### src/rtl/bus_iface_pkg.sv
// Shared constants for the memory bus interface: FSM states, owner codes, widths.
package bus_iface_pkg;

    localparam int unsigned AW_DEF = 20;
    localparam int unsigned DW     = 16;
    localparam int unsigned WAIT_W = 4;
    localparam int unsigned TO_W   = 8;

    localparam logic [1:0] ST_IDLE   = 2'd0;
    localparam logic [1:0] ST_ACCESS = 2'd1;
    localparam logic [1:0] ST_DONE   = 2'd2;

    localparam logic OWN_XU = 1'b0;
    localparam logic OWN_PF = 1'b1;

    localparam logic [DW-1:0] ERR_FILL = 16'hFFFF;

endpackage

### src/rtl/bus_iface_arb2.sv
// Two-way round-robin arbiter between the XU and prefetch ports; pointer flips after each grant.
module bus_arb2
    import bus_iface_pkg::*;
(
    input  logic clk,
    input  logic rst,
    input  logic req_xu,
    input  logic req_pf,
    input  logic gnt_en,
    output logic gnt_c,
    output logic own_c
);

    logic ptr;

    // Contention resolved by the pointer; a lone requester always wins.
    always_comb begin
        own_c = OWN_XU;
        if (req_xu && req_pf) begin
            own_c = ptr;
        end else if (req_pf) begin
            own_c = OWN_PF;
        end
        gnt_c = gnt_en && (req_xu || req_pf);
    end

    always_ff @(posedge clk) begin
        if (rst) begin
            ptr <= OWN_XU;
        end else if (gnt_c) begin
            ptr <= ~own_c;
        end
    end

endmodule

### src/rtl/bus_iface.sv
// Memory bus interface: arbitrates prefetch and XU ports onto a single-transaction SRAM bus
// with minimum wait states, ready extension and timeout.
module bus_iface
    import bus_iface_pkg::*;
#(
    parameter int unsigned WAIT    = 2,
    parameter int unsigned TIMEOUT = 255,
    parameter int unsigned AW      = AW_DEF
) (
    input  logic          clk,
    input  logic          rst,
    input  logic          pf_req,
    input  logic [AW-1:0] pf_adr,
    output logic          pf_ack,
    output logic [15:0]   pf_dtr,
    input  logic          xu_req,
    input  logic          xu_we,
    input  logic [1:0]    xu_be,
    input  logic [AW-1:0] xu_adr,
    input  logic [15:0]   xu_wdata,
    output logic          xu_ack,
    output logic [15:0]   xu_rdata,
    output logic          bus_err,
    output logic          mem_cs,
    output logic          mem_we,
    output logic [1:0]    mem_be,
    output logic [AW-1:0] mem_adr,
    output logic [15:0]   mem_wdata,
    input  logic [15:0]   mem_rdata,
    input  logic          mem_rdy
);

    logic [1:0]        state, state_d;
    logic              own, own_d;
    logic [WAIT_W-1:0] wait_cnt, wait_d;
    logic [TO_W-1:0]   to_cnt, to_d;
    logic              cs_d, we_d, pf_ack_d, xu_ack_d, err_d;
    logic [1:0]        be_d;
    logic [AW-1:0]     adr_d;
    logic [15:0]       wdata_d, pf_dtr_d, xu_rdata_d, fill;
    logic              rdy_hit, to_hit;
    logic              gnt_en, gnt_c, own_c;

    bus_arb2 u_arb (
        .clk    (clk),
        .rst    (rst),
        .req_xu (xu_req),
        .req_pf (pf_req),
        .gnt_en (gnt_en),
        .gnt_c  (gnt_c),
        .own_c  (own_c)
    );

    // Next-state and next-output logic; IDLE and DONE share the arbitration path.
    always_comb begin
        state_d    = state;
        own_d      = own;
        wait_d     = wait_cnt;
        to_d       = to_cnt;
        cs_d       = mem_cs;
        we_d       = mem_we;
        be_d       = mem_be;
        adr_d      = mem_adr;
        wdata_d    = mem_wdata;
        pf_ack_d   = 1'b0;
        xu_ack_d   = 1'b0;
        err_d      = 1'b0;
        pf_dtr_d   = pf_dtr;
        xu_rdata_d = xu_rdata;
        gnt_en     = 1'b0;
        rdy_hit    = 1'b0;
        to_hit     = 1'b0;
        fill       = ERR_FILL;

        case (state)
            ST_IDLE, ST_DONE: begin
                gnt_en  = 1'b1;
                state_d = ST_IDLE;
                if (gnt_c) begin
                    state_d = ST_ACCESS;
                    own_d   = own_c;
                    cs_d    = 1'b1;
                    wait_d  = WAIT_W'(WAIT);
                    to_d    = '0;
                    if (own_c == OWN_PF) begin
                        we_d    = 1'b0;
                        be_d    = 2'b11;
                        adr_d   = pf_adr;
                        wdata_d = '0;
                    end else begin
                        we_d    = xu_we;
                        be_d    = xu_be;
                        adr_d   = xu_adr;
                        wdata_d = xu_wdata;
                    end
                end
            end
            ST_ACCESS: begin
                rdy_hit = (wait_cnt == '0) && mem_rdy;
                to_hit  = (to_cnt == TO_W'(TIMEOUT - 1));
                fill    = rdy_hit ? mem_rdata : ERR_FILL;
                to_d    = to_cnt + TO_W'(1);
                if (wait_cnt != '0) begin
                    wait_d = wait_cnt - WAIT_W'(1);
                end
                if (rdy_hit || to_hit) begin
                    state_d = ST_DONE;
                    cs_d    = 1'b0;
                    we_d    = 1'b0;
                    err_d   = !rdy_hit;
                    if (own == OWN_PF) begin
                        pf_ack_d = 1'b1;
                        pf_dtr_d = fill;
                    end else begin
                        xu_ack_d = 1'b1;
                        // Writes leave the read-data register untouched.
                        if (!mem_we) begin
                            xu_rdata_d = fill;
                        end
                    end
                end
            end
            default: state_d = ST_IDLE;
        endcase
    end

    always_ff @(posedge clk) begin
        if (rst) begin
            state     <= ST_IDLE;
            own       <= OWN_XU;
            wait_cnt  <= '0;
            to_cnt    <= '0;
            mem_cs    <= 1'b0;
            mem_we    <= 1'b0;
            mem_be    <= '0;
            mem_adr   <= '0;
            mem_wdata <= '0;
            pf_ack    <= 1'b0;
            xu_ack    <= 1'b0;
            bus_err   <= 1'b0;
            pf_dtr    <= '0;
            xu_rdata  <= '0;
        end else begin
            state     <= state_d;
            own       <= own_d;
            wait_cnt  <= wait_d;
            to_cnt    <= to_d;
            mem_cs    <= cs_d;
            mem_we    <= we_d;
            mem_be    <= be_d;
            mem_adr   <= adr_d;
            mem_wdata <= wdata_d;
            pf_ack    <= pf_ack_d;
            xu_ack    <= xu_ack_d;
            bus_err   <= err_d;
            pf_dtr    <= pf_dtr_d;
            xu_rdata  <= xu_rdata_d;
        end
    end

endmodule

### config.mk
export PLATFORM = sky130hd
export DESIGN_NAME = bus_iface
export DESIGN_NICKNAME = d
export VERILOG_FILES = /design/src/rtl/bus_iface_pkg.sv /design/src/rtl/bus_iface_arb2.sv /design/src/rtl/bus_iface.sv
export SDC_FILE = /design/constraint.sdc
export NUM_CORES = 1
export LEC_CHECK = 0
export BUFFER_PORTS_ARGS = -buffer_cell sky130_fd_sc_hd__buf_2
export CAP_MARGIN = 10
export CORE_MARGIN = 3
export CORE_UTILIZATION = 45
export DETAILED_ROUTE_END_ITERATION = 6
export HOLD_SLACK_MARGIN = 0.03
export PLACE_DENSITY = 0.76
export SYNTH_ARGS = -nofsm -noshare
export SYNTH_HDL_FRONTEND = slang
export SYNTH_SLANG_ARGS = --single-unit
### constraint.sdc
create_clock -name clk -period 2.2 [get_ports clk]
set_clock_uncertainty 0.2 [all_clocks]
set_input_delay 0.44 -clock clk [delete_from_list [all_inputs] [get_ports clk]]
set_output_delay 0.44 -clock clk [all_outputs]
set_load 0.01 [all_outputs]
==> results.yml <==
clock_network:
  cts_htree_levels: 3
  clk_pin_slew_ns: 0.11
  insertion_delay_ns: 0.35
  cts_sinks: 91
  post-cts-setup-buffer-count: 0
  ctsResizeCount: 0
  ctsLongestPathBuffers: 2
  cts-hold-fix-buffers: 0
  cts_tree: "yes"
  cts_root_buf: "clkbuf_8"
  numCtsBuffers: 9
grt:
  gr-total-overflow: 0
  grt.met1_usage_pct: 25.1
  use_met2_pct: 34.5
  met3_usage_pct: 5.84
  grt_pass1_wl_um: 14700
  antenna_found_initial: 0
  grt_pass1_vias: 3173
  grt_max_degree: 30
  grtUsageTotal_pct: 20.6
  grt_busiest_layer: "met2"
setup_path:
  cp_max_fo: 17
  cp-end-kind: "flip-flop"
  rr_worst_depth: 3
  cp.required_ns: 2.30
  worstPathArrival_ns: 2.00
  path_class: "reg -> reg"
  critPathLaunchType: "flip-flop"
yosys:
  synthesis.area_sq_um: 3600
  synthFlopType: "dfxtp_1"
  synth_area_leaders: "dfxtp_1 (51%), nor2_1 (5.8%), a21oi_1 (5.1%)"
  yosys_register_bits: 91
  synth_cell_types: 56
  avgSynthCellArea_sq_um: 9.80
  synth_top_area_cell: "dfxtp_1"
  yosys-top-cells-count: "dfxtp_1 (91), nor2_1 (56), a21oi_1 (37), nand2_1 (23), nand2b_1 (17)"
  yosysSeqAreaShare_pct: 50.6
  yosysTopAreaCellShare_pct: 50.6
  synthCells: 367
  synth-async-reset-ratio_pct: 0
  ys_warn_count: 0
  synth_edf_count: 0
  synthesis.nets: 451
  synth_most_common_cell: "dfxtp_1"
final_layout:
  final_net_count: 604
  antennaDiodeCount: 0
  finalInstanceArea_sq_um: 4630
  area_growth_pct: 28.6
  fin_cells: 624
  n_fill_cell: 649
  drive_gt1_share_pct: 40.4
  final_core_util_pct: 61.8
floorplanning:
  die_area_sq_um: 9100
  initial_utilization_pct: 48.1
  dieWidth_um: 95.4
  die_h_um: 95.4
  rows: 31
  io_pins: 155
  core_sq_um: 7490
place:
  place.gp.congestion: 0.787
  place_inst: 608
  port_buffers: 154
  hpwlAfterDp_um: 7020
  placed_cell_area_sq_um: 4430
  pre_cts_slack_ns: 0.310
power_and_ir_drop:
  p_total_mw: 3.50
  power.leakage_nw: 2.19
  ir_drop_mv: 0.473
  power_density_nw_per_um2: 756
sta:
  rsz0062_at_grt: "false"
  holdWs_ns: 0.0801
  setup_viol: 0
  worst_pin_slew_ns: 0.677
  final-hold-violation-count: 0
  setup_tns_ns: 0
  slew_violations: 0
  fin_ws_ns: 0.290
  slew_headroom_pct: 54.8
  max_freq_mhz: 524
  fin_crit_ns: 1.91
  finalCritPeriodShare_pct: 86.8
detailed_routing:
  first_iter_violations: 151
  drc: 0
  wirelength_um: 9340
  routed-via-count: 3252
  dr.pass1.iters: 4
  vias_per_cell: 5.21
  ant_nets: 0
  wl_per_cell_um: 15.0
min_path:
  hold_path.class: "in -> reg"
  whs_path_depth: 2
flow_run:
  max_cap_violations: 0
outcome:
  status: "finished clean"
-- flip-flops by register name, indices dropped and copies added (netlist names) --
| register | count |
|---|---|
| xu_rdata | 16 |
| u_arb.ptr | 1 |
| bus_err | 1 |
| to_cnt | 8 |
| state | 2 |
| xu_ack | 1 |
| mem_wdata | 16 |
| pf_dtr | 16 |
| own | 1 |
| mem_we | 1 |
| mem_adr | 20 |
| pf_ack | 1 |
| mem_be | 2 |
| mem_cs | 1 |
| wait_cnt | 4 |
-- path summary, 6_finish.rpt --
path               startpoint           end  slack [ns]
setup / recovery     state[0]    pf_dtr[13]        0.29
hold / removal    xu_wdata[9]  mem_wdata[9]        0.08
setup reg to reg     state[0]    pf_dtr[13]        0.29
hold reg to reg   mem_adr[17]   mem_adr[17]        0.24
-- kinds of logic after synthesis --
family	after synthesis	synth area share (%)
XOR/XNOR	2	0.487
flip-flops	91	50.6
adder cells (fa/ha/maj)	4	1.39
AO/OA/AOI/OAI	96	20.1
AND/OR/NAND/NOR	141	21.3
buffers and inverters	31	5.50
multiplexers	2	0.591
-- layout make-up --
class,count,area (sq um),area share (%)
multi-input combinational,245,1590,34.3
tap,99,124,2.68
sequential,91,1820,39.4
clock buffer,9,124,2.68
timing repair buffer,166,873,18.9
clock inverter,7,70.1,1.51
inverter,7,26.3,0.568
-- layer usage --
layer / part of all wire [%] / routed length [um]
met5: 0 / 0
met4: 1.4 / 132
met3: 8.8 / 819
met2: 49 / 4530
met1: 41 / 3850
-- placed cells by master (no fill, tap or decap), types with 2 or more instances in the layout --
master	n
nor3_1	14
o22ai_1	2
a222oi_1	9
nor3_2	10
xor2_1	2
nand2_1	23
a21oi_1	37
nand3_1	6
nand2b_1	17
ha_1	4
buf_4	11
a21o_1	2
a211oi_1	4
a22oi_2	2
o211ai_1	2
clkinvlp_4	3
dfxtp_1	91
nor2_1	55
inv_1	6
inv_8	2
clkbuf_8	9
a22oi_1	9
buf_2	154
a22o_1	16
-- power breakdown --
group          leakage, nW  switching (mW)  internal [mW]  total [mW]
clock network       0.0887           0.650          0.439        1.09
registers            0.743          0.0716           1.75        1.82
logic                 1.35           0.322          0.266       0.588
-- worst max-delay path, stage by stage, from the launching register on --
cell and delay [ns]:
dfxtp_1 0.62, and2b_1 0.47, nand4b_4 0.32, a21oi_1 0.23
(Power assumes the default switching activity.)
